[src/rtl/exec_pkg.sv]
// Shared widths, ALU opcodes and the operand bundle carried by each execute lane.
package exec_pkg;
  localparam int DATA_W = 16;
  localparam int TAG_W  = 5;
  localparam int OP_W   = 4;
  localparam int OPND_W = DATA_W + TAG_W;

  localparam logic [OP_W-1:0] ALU_ADD  = 4'b0000;
  localparam logic [OP_W-1:0] ALU_SUB  = 4'b0001;
  localparam logic [OP_W-1:0] ALU_AND  = 4'b0010;
  localparam logic [OP_W-1:0] ALU_OR   = 4'b0011;
  localparam logic [OP_W-1:0] ALU_XOR  = 4'b0100;
  localparam logic [OP_W-1:0] ALU_NOR  = 4'b0101;
  localparam logic [OP_W-1:0] ALU_SLT  = 4'b0110;
  localparam logic [OP_W-1:0] ALU_SLTU = 4'b0111;
  localparam logic [OP_W-1:0] ALU_SRA  = 4'b1000;
  localparam logic [OP_W-1:0] ALU_SRL  = 4'b1001;
  localparam logic [OP_W-1:0] ALU_ROL  = 4'b1010;
  localparam logic [OP_W-1:0] ALU_ROR  = 4'b1011;
  localparam logic [OP_W-1:0] ALU_SHL  = 4'b1100;

  typedef logic [OPND_W-1:0] opnd_t;

  typedef struct packed {
    opnd_t            r0;
    opnd_t            r1;
    logic [TAG_W-1:0] imm;
    logic             imm_sel;
    logic [OP_W-1:0]  op;
  } issue_bundle_t;
endpackage

[src/rtl/rr_pick.sv]
// Circular first-eligible picker: scans from ptr upward, wrapping at N-1, skipping masked entries.
module rr_pick #(
  parameter int N  = 4,
  parameter int IW = (N > 1) ? $clog2(N) : 1
) (
  input  logic [N-1:0]  eligible,
  input  logic [IW-1:0] ptr,
  input  logic [N-1:0]  mask,
  output logic [N-1:0]  grant,
  output logic [IW-1:0] index,
  output logic          found
);

  function automatic logic [IW-1:0] wrap_idx(input logic [IW-1:0] p, input int k);
    return IW'((int'(p) + k) % N);
  endfunction

  always_comb begin
    grant = '0;
    index = '0;
    found = 1'b0;
    for (int k = 0; k < N; k++) begin
      if (!found && eligible[wrap_idx(ptr, k)] && !mask[wrap_idx(ptr, k)]) begin
        found                  = 1'b1;
        grant[wrap_idx(ptr, k)] = 1'b1;
        index                  = wrap_idx(ptr, k);
      end
    end
  end

endmodule

[src/rtl/exec_issue_arbiter.sv]
// Round-robin issue of reservation-station requests onto ALU lanes A0/A1 and the MUL lane,
// with per-lane registered operand bundles that hold while writeback stalls the lane.
module exec_issue_arbiter
  import exec_pkg::*;
#(
  parameter int NUM_REQ = 4
) (
  input  logic                      clk,
  input  logic                      rst_n,
  input  logic [NUM_REQ-1:0]        req_valid,
  input  logic [NUM_REQ-1:0]        req_is_mul,
  input  logic [NUM_REQ*OPND_W-1:0] req_r0,
  input  logic [NUM_REQ*OPND_W-1:0] req_r1,
  input  logic [NUM_REQ*TAG_W-1:0]  req_imm,
  input  logic [NUM_REQ-1:0]        req_imm_sel,
  input  logic [NUM_REQ*OP_W-1:0]   req_op,
  output logic [NUM_REQ-1:0]        req_ready,
  input  logic                      a0_stall,
  input  logic                      a1_stall,
  input  logic                      m_stall,
  output logic                      a0_valid,
  output logic [OPND_W-1:0]         a0_r0,
  output logic [OPND_W-1:0]         a0_r1,
  output logic [TAG_W-1:0]          a0_imm,
  output logic                      a0_imm_sel,
  output logic [OP_W-1:0]           a0_op,
  output logic                      a1_valid,
  output logic [OPND_W-1:0]         a1_r0,
  output logic [OPND_W-1:0]         a1_r1,
  output logic [TAG_W-1:0]          a1_imm,
  output logic                      a1_imm_sel,
  output logic [OP_W-1:0]           a1_op,
  output logic                      m_valid,
  output logic [OPND_W-1:0]         m_r0,
  output logic [OPND_W-1:0]         m_r1,
  output logic [TAG_W-1:0]          m_imm,
  output logic                      m_imm_sel
);

  localparam int PW = (NUM_REQ > 1) ? $clog2(NUM_REQ) : 1;

  issue_bundle_t        bundle [NUM_REQ];
  logic [PW-1:0]        alu_ptr, mul_ptr;
  logic [NUM_REQ-1:0]   alu_elig, mul_elig;
  logic [NUM_REQ-1:0]   g_first, g_second, g_mul;
  logic [PW-1:0]        idx_first, idx_second, idx_mul, a1_idx;
  logic                 found_first, found_second, found_mul;
  logic                 a0_free, a1_free, m_free;
  logic                 take_first, take_second, take_mul, a1_take;

  always_comb begin
    for (int i = 0; i < NUM_REQ; i++) begin
      bundle[i].r0      = req_r0[i*OPND_W +: OPND_W];
      bundle[i].r1      = req_r1[i*OPND_W +: OPND_W];
      bundle[i].imm     = req_imm[i*TAG_W +: TAG_W];
      bundle[i].imm_sel = req_imm_sel[i];
      bundle[i].op      = req_op[i*OP_W +: OP_W];
    end
  end

  assign alu_elig = req_valid & ~req_is_mul;
  assign mul_elig = req_valid & req_is_mul;

  // Second ALU picker sees the same pointer with the first winner masked out,
  // so it yields the next eligible requester in circular order.
  rr_pick #(.N(NUM_REQ), .IW(PW)) u_alu_first (
    .eligible(alu_elig), .ptr(alu_ptr), .mask({NUM_REQ{1'b0}}),
    .grant(g_first), .index(idx_first), .found(found_first)
  );

  rr_pick #(.N(NUM_REQ), .IW(PW)) u_alu_second (
    .eligible(alu_elig), .ptr(alu_ptr), .mask(g_first),
    .grant(g_second), .index(idx_second), .found(found_second)
  );

  rr_pick #(.N(NUM_REQ), .IW(PW)) u_mul (
    .eligible(mul_elig), .ptr(mul_ptr), .mask({NUM_REQ{1'b0}}),
    .grant(g_mul), .index(idx_mul), .found(found_mul)
  );

  assign a0_free = !a0_valid || !a0_stall;
  assign a1_free = !a1_valid || !a1_stall;
  assign m_free  = !m_valid  || !m_stall;

  assign take_first  = found_first && (a0_free || a1_free);
  assign take_second = found_second && a0_free && a1_free;
  assign take_mul    = found_mul && m_free;

  // With A0 blocked, the first winner falls through to A1.
  assign a1_take = a0_free ? found_second : found_first;
  assign a1_idx  = a0_free ? idx_second : idx_first;

  assign req_ready = !rst_n ? '0 :
                     ((take_first  ? g_first  : '0) |
                      (take_second ? g_second : '0) |
                      (take_mul    ? g_mul    : '0));

  function automatic logic [PW-1:0] inc_wrap(input logic [PW-1:0] i);
    return (i == PW'(NUM_REQ - 1)) ? '0 : i + 1'b1;
  endfunction

  always_ff @(posedge clk or negedge rst_n) begin
    if (!rst_n) begin
      alu_ptr <= '0;
      mul_ptr <= '0;
    end else begin
      if (take_second)     alu_ptr <= inc_wrap(idx_second);
      else if (take_first) alu_ptr <= inc_wrap(idx_first);
      if (take_mul)        mul_ptr <= inc_wrap(idx_mul);
    end
  end

  always_ff @(posedge clk or negedge rst_n) begin
    if (!rst_n) begin
      a0_valid <= 1'b0; a0_r0 <= '0; a0_r1 <= '0; a0_imm <= '0; a0_imm_sel <= 1'b0; a0_op <= '0;
    end else if (a0_free) begin
      a0_valid <= found_first;
      if (found_first) begin
        a0_r0      <= bundle[idx_first].r0;
        a0_r1      <= bundle[idx_first].r1;
        a0_imm     <= bundle[idx_first].imm;
        a0_imm_sel <= bundle[idx_first].imm_sel;
        a0_op      <= bundle[idx_first].op;
      end
    end
  end

  always_ff @(posedge clk or negedge rst_n) begin
    if (!rst_n) begin
      a1_valid <= 1'b0; a1_r0 <= '0; a1_r1 <= '0; a1_imm <= '0; a1_imm_sel <= 1'b0; a1_op <= '0;
    end else if (a1_free) begin
      a1_valid <= a1_take;
      if (a1_take) begin
        a1_r0      <= bundle[a1_idx].r0;
        a1_r1      <= bundle[a1_idx].r1;
        a1_imm     <= bundle[a1_idx].imm;
        a1_imm_sel <= bundle[a1_idx].imm_sel;
        a1_op      <= bundle[a1_idx].op;
      end
    end
  end

  always_ff @(posedge clk or negedge rst_n) begin
    if (!rst_n) begin
      m_valid <= 1'b0; m_r0 <= '0; m_r1 <= '0; m_imm <= '0; m_imm_sel <= 1'b0;
    end else if (m_free) begin
      m_valid <= found_mul;
      if (found_mul) begin
        m_r0      <= bundle[idx_mul].r0;
        m_r1      <= bundle[idx_mul].r1;
        m_imm     <= bundle[idx_mul].imm;
        m_imm_sel <= bundle[idx_mul].imm_sel;
      end
    end
  end

endmodule
[config.mk]
export PLATFORM = sky130hd
export DESIGN_NAME = exec_issue_arbiter
export DESIGN_NICKNAME = d
export VERILOG_FILES = /design/src/rtl/exec_pkg.sv /design/src/rtl/rr_pick.sv /design/src/rtl/exec_issue_arbiter.sv
export SDC_FILE = /design/constraint.sdc
export NUM_CORES = 1
export LEC_CHECK = 0
export CAP_MARGIN = 20
export CORE_MARGIN = 4
export CORE_UTILIZATION = 48
export DETAILED_ROUTE_END_ITERATION = 7
export GPL_ROUTABILITY_DRIVEN = 0
export PLACE_DENSITY = 0.83
export SLEW_MARGIN = 20
export SYNTH_ARGS = -nofsm -noshare
export SYNTH_HDL_FRONTEND = slang
export SYNTH_SLANG_ARGS = --single-unit
export TNS_END_PERCENT = 30
[constraint.sdc]
create_clock -name clk -period 7.05 [get_ports clk]
set_input_delay 1.7625 -clock clk [delete_from_list [all_inputs] [get_ports clk]]
set_output_delay 1.7625 -clock clk [all_outputs]
set_load 0.05 [all_outputs]
==> impl_metrics.py <==
metrics = {
    "drt": {
        "drtPass1Iterations": 6,
        "drc": 0,
        "antenna_left": 0,
        "vias": 14400,
        "wl_um": 48300,
        "first_iter_violations": 1764,
        "via_per_inst": 6.07,
        "wl_per_cell_um": 20.4,
    },
    "final_layout": {
        "final_common_cell": "nand2_1",
        "area_growth_pct": 40.3,
        "drive_gt1_frac": 0.0571,
        "fillCellCount": 1981,
        "final_cell_mix": "nand2_1 (590), clkdlybuf4s50_1 (372), o21ai_0 (215), nor2_1 (211), dfrtp_1 (159)",
        "final_core_util": 0.691,
        "nets": 2271,
    },
    "critical_path": {
        "crit_required_ns": 5.29,
        "rr_endpoint": "a1_r0[19]",
        "worst_setup_path_start_kind": "input pin",
        "end_kind": "primary output",
        "r2r_slack_ns": 1.64,
        "worst-setup-path-type": "in2out",
        "worst_ep_arrival_time_ns": 5.20,
        "rr_worst_depth": 15,
        "worst_r2r_startpoint": "alu_ptr[1]",
        "cp_max_fo": 5,
    },
    "power_and_ir_drop": {
        "powerDensity_nw_per_um2": 579,
        "irDropWorstVdd_mv": 0.325,
        "p_leak_nw": 7.09,
    },
    "yosys": {
        "yosys_warnings": 0,
        "ys.flop_type": "dfrtp_1",
        "yosys.area.top_type_share": 0.340,
        "synth_nets": 1981,
        "synth_cells": 1745,
        "netlist_area_um2": 11700,
        "synth_top_cells_by_area": "dfrtp_1 (34%), nand2_1 (19%), o21ai_0 (9.2%)",
        "ys_ff_latch": 159,
        "postSynth.asyncResetShare": 1.00,
        "avgSynthCellArea_um2": 6.71,
        "synth_edf_count": 0,
        "yosysTopAreaCell": "dfrtp_1",
        "synth_cell_type_count": 61,
        "synth-seq-area-share": 0.340,
    },
    "placement": {
        "numPortBuffers": 379,
        "pre_cts_ws_ns": 0.0345,
        "dp_hpwl_um": 32300,
    },
    "clock_tree": {
        "cts-htree-levels": 4,
        "cts-root-buf": "clkbuf_16",
        "clkSinkCount": 159,
        "clk_latency_ns": 0.43,
        "cts_tree": "yes",
        "holdBufCountCts": 0,
        "path_clk_slew_ns": 0.07,
        "cts_made_buffers": 17,
        "clk_path_buf_depth": 2,
    },
    "min_path": {
        "hold_depth": 2,
        "hp-class": "reg2reg",
        "hold_path_startpoint": "a0_op[0]",
        "min_to": "a0_op[0]",
    },
    "floorplan": {
        "die_h_um": 164,
        "core_region_area_um2": 23800,
        "rows": 56,
        "die_w_um": 164,
        "start_util": 0.493,
        "die_area_um2": 27000,
        "ios": 380,
    },
    "timing": {
        "layout_min_cycle_time_ns": 6.97,
        "finalClockSkew_ns": 0.0109,
        "slew_viol_final": 0,
        "setup_viol": 0,
        "hold_violations": 0,
        "worst_pin_slew_ns": 1.00,
        "max_freq_mhz": 144,
        "period_share": 0.988,
        "worst_slack_ns": 0.0843,
        "maxSlewHeadroom": 0.330,
    },
    "grt": {
        "grtUsageTotal": 0.345,
        "grt_overflow": 0,
        "grtUsageMet3": 0.0801,
        "use_met2": 0.551,
        "antenna_found_initial": 4,
        "grt_max_degree": 105,
        "grt_pass1_wl_um": 74200,
        "gr-usage-met1": 0.431,
        "grt_pass1_vias": 13800,
        "busiest_layer": "met2",
    },
    "status": {
        "status": "finished, final reports clean",
    },
    "job": {
        "max_cap_violations": 0,
    },
}
==> cell usage after synthesis (2+ instances only) <==
cell type  instances
inv_1              6
buf_1              6
buf_6              8
nor3_1            20
o21ai_0          215
o22ai_1            7
a22o_1             4
nor4_1             4
nand4_1            2
a21oi_1           14
a211oi_1          58
ha_1              15
o21a_1             6
dfrtp_1          159
xnor2_1            6
a222oi_1           4
a311oi_1          44
and3_1            53
o21ai_1            2
or3_1              5
nand2_1          592
o31ai_1            2
a21o_1             2
clkbuf_1         110
and2_1             5
a221oi_1           4
nor2b_1            6
mux4_2             2
a311oi_2           8
nor2_1           211
o211ai_1           3
nand3_1          111
a22oi_1            4
nand2b_1           6
buf_2             14
o211a_1            2
==> metal layers <==
metal / wire (um) / vias up
met3: 5250 / 173
met4: 2570 / 4
met2: 22500 / 948
met5: 26 / -
met1: 17900 / 6703
li1: - / 6562
==> cell families after synthesis <==
group | Yosys count | synth area share
AND/OR/NAND/NOR | 1021 | 0.362
AO/OA/AOI/OAI | 394 | 0.219
flip-flops | 159 | 0.340
buffers and inverters | 146 | 0.0538
adder cells (fa/ha/maj) | 15 | 0.0160
XOR/XNOR | 6 | 0.00449
multiplexers | 4 | 0.00566
==> what timing repair did <==
| action | in CTS | in global routing |
|---|---|---|
| setup endpoints to repair | 0 | 4 |
| buffers inserted | 0 | 2 |
| gates resized for setup | 0 | 24 |
==> how the worst max path moves through the flow <==
stage                   from            to  cells after the start  slack [ns]
6_report        req_valid[0]  req_ready[1]                     13        0.08
5_1_grt         req_valid[0]  req_ready[2]                     13       -0.02
4_1_cts        req_is_mul[2]  req_ready[2]                     13        0.02
3_5_place_dp   req_is_mul[2]  req_ready[2]                     13        0.03
3_3_place_gp    req_valid[1]  req_ready[3]                     13        0.21
2_1_floorplan   req_valid[3]  req_ready[1]                     11        0.79
==> report_power, final <==
group / switching, mW / internal [mW]
sequential: 0.296 / 1.39
combinational: 4.68 / 2.15
clock: 0.437 / 0.549
==> state kept, by name, indices dropped and copies added (netlist names), named ones only <==
signal      count
a0_imm          5
a1_imm          5
a1_op           4
m_r0           21
a0_op           4
m_imm_sel       1
a1_imm_sel      1
a0_r0          21
m_valid         1
a1_r1          21
m_r1           21
a0_r1          21
a0_imm_sel      1
mul_ptr         1
a1_valid        1
alu_ptr         1
a1_r0          21
m_imm           5
a0_valid        1
==> area by class of cell <==
cell class,count,area (um^2),share of cell area
antenna,4,10.0,0.000610
clock buffer,19,443,0.0270
clock inverter,13,166,0.0101
inverter,7,26.3,0.00160
multi-input combinational,1440,7320,0.446
sequential,159,3980,0.242
tap,319,399,0.0243
timing repair buffer,410,4070,0.248
==> worst max-delay path: stages <==
cell	delay [ns]
clkdlybuf4s50_1	0.57
nor2b_1	0.32
nor3_1	0.12
nor3_2	0.40
nor3_2	0.15
nor4_2	0.40
nor2_1	0.12
and3_1	0.18
o21a_2	0.25
a222oi_1	0.39
a21oi_1	0.12
o21a_1	0.21
buf_4	0.19
==> per-stage QoR <==
stage / instances / cell area (um^2) / setup TNS (ns) / power (mW) / hold slack (ns)
after floorplan: 1745 / 11700 / 0 / 6.17 / 0.599
after global placement: 2332 / 15700 / 0 / 8.25 / 0.459
after detailed placement: 2332 / 15700 / 0 / 8.38 / 0.469
after CTS: 2364 / 16300 / 0 / 9.40 / 0.483
after global routing: 2369 / 16400 / -0.0237 / 10.1 / 0.500
final: 2371 / 16400 / 0 / 9.50 / 0.479
Power figures use the tool's default switching activity.
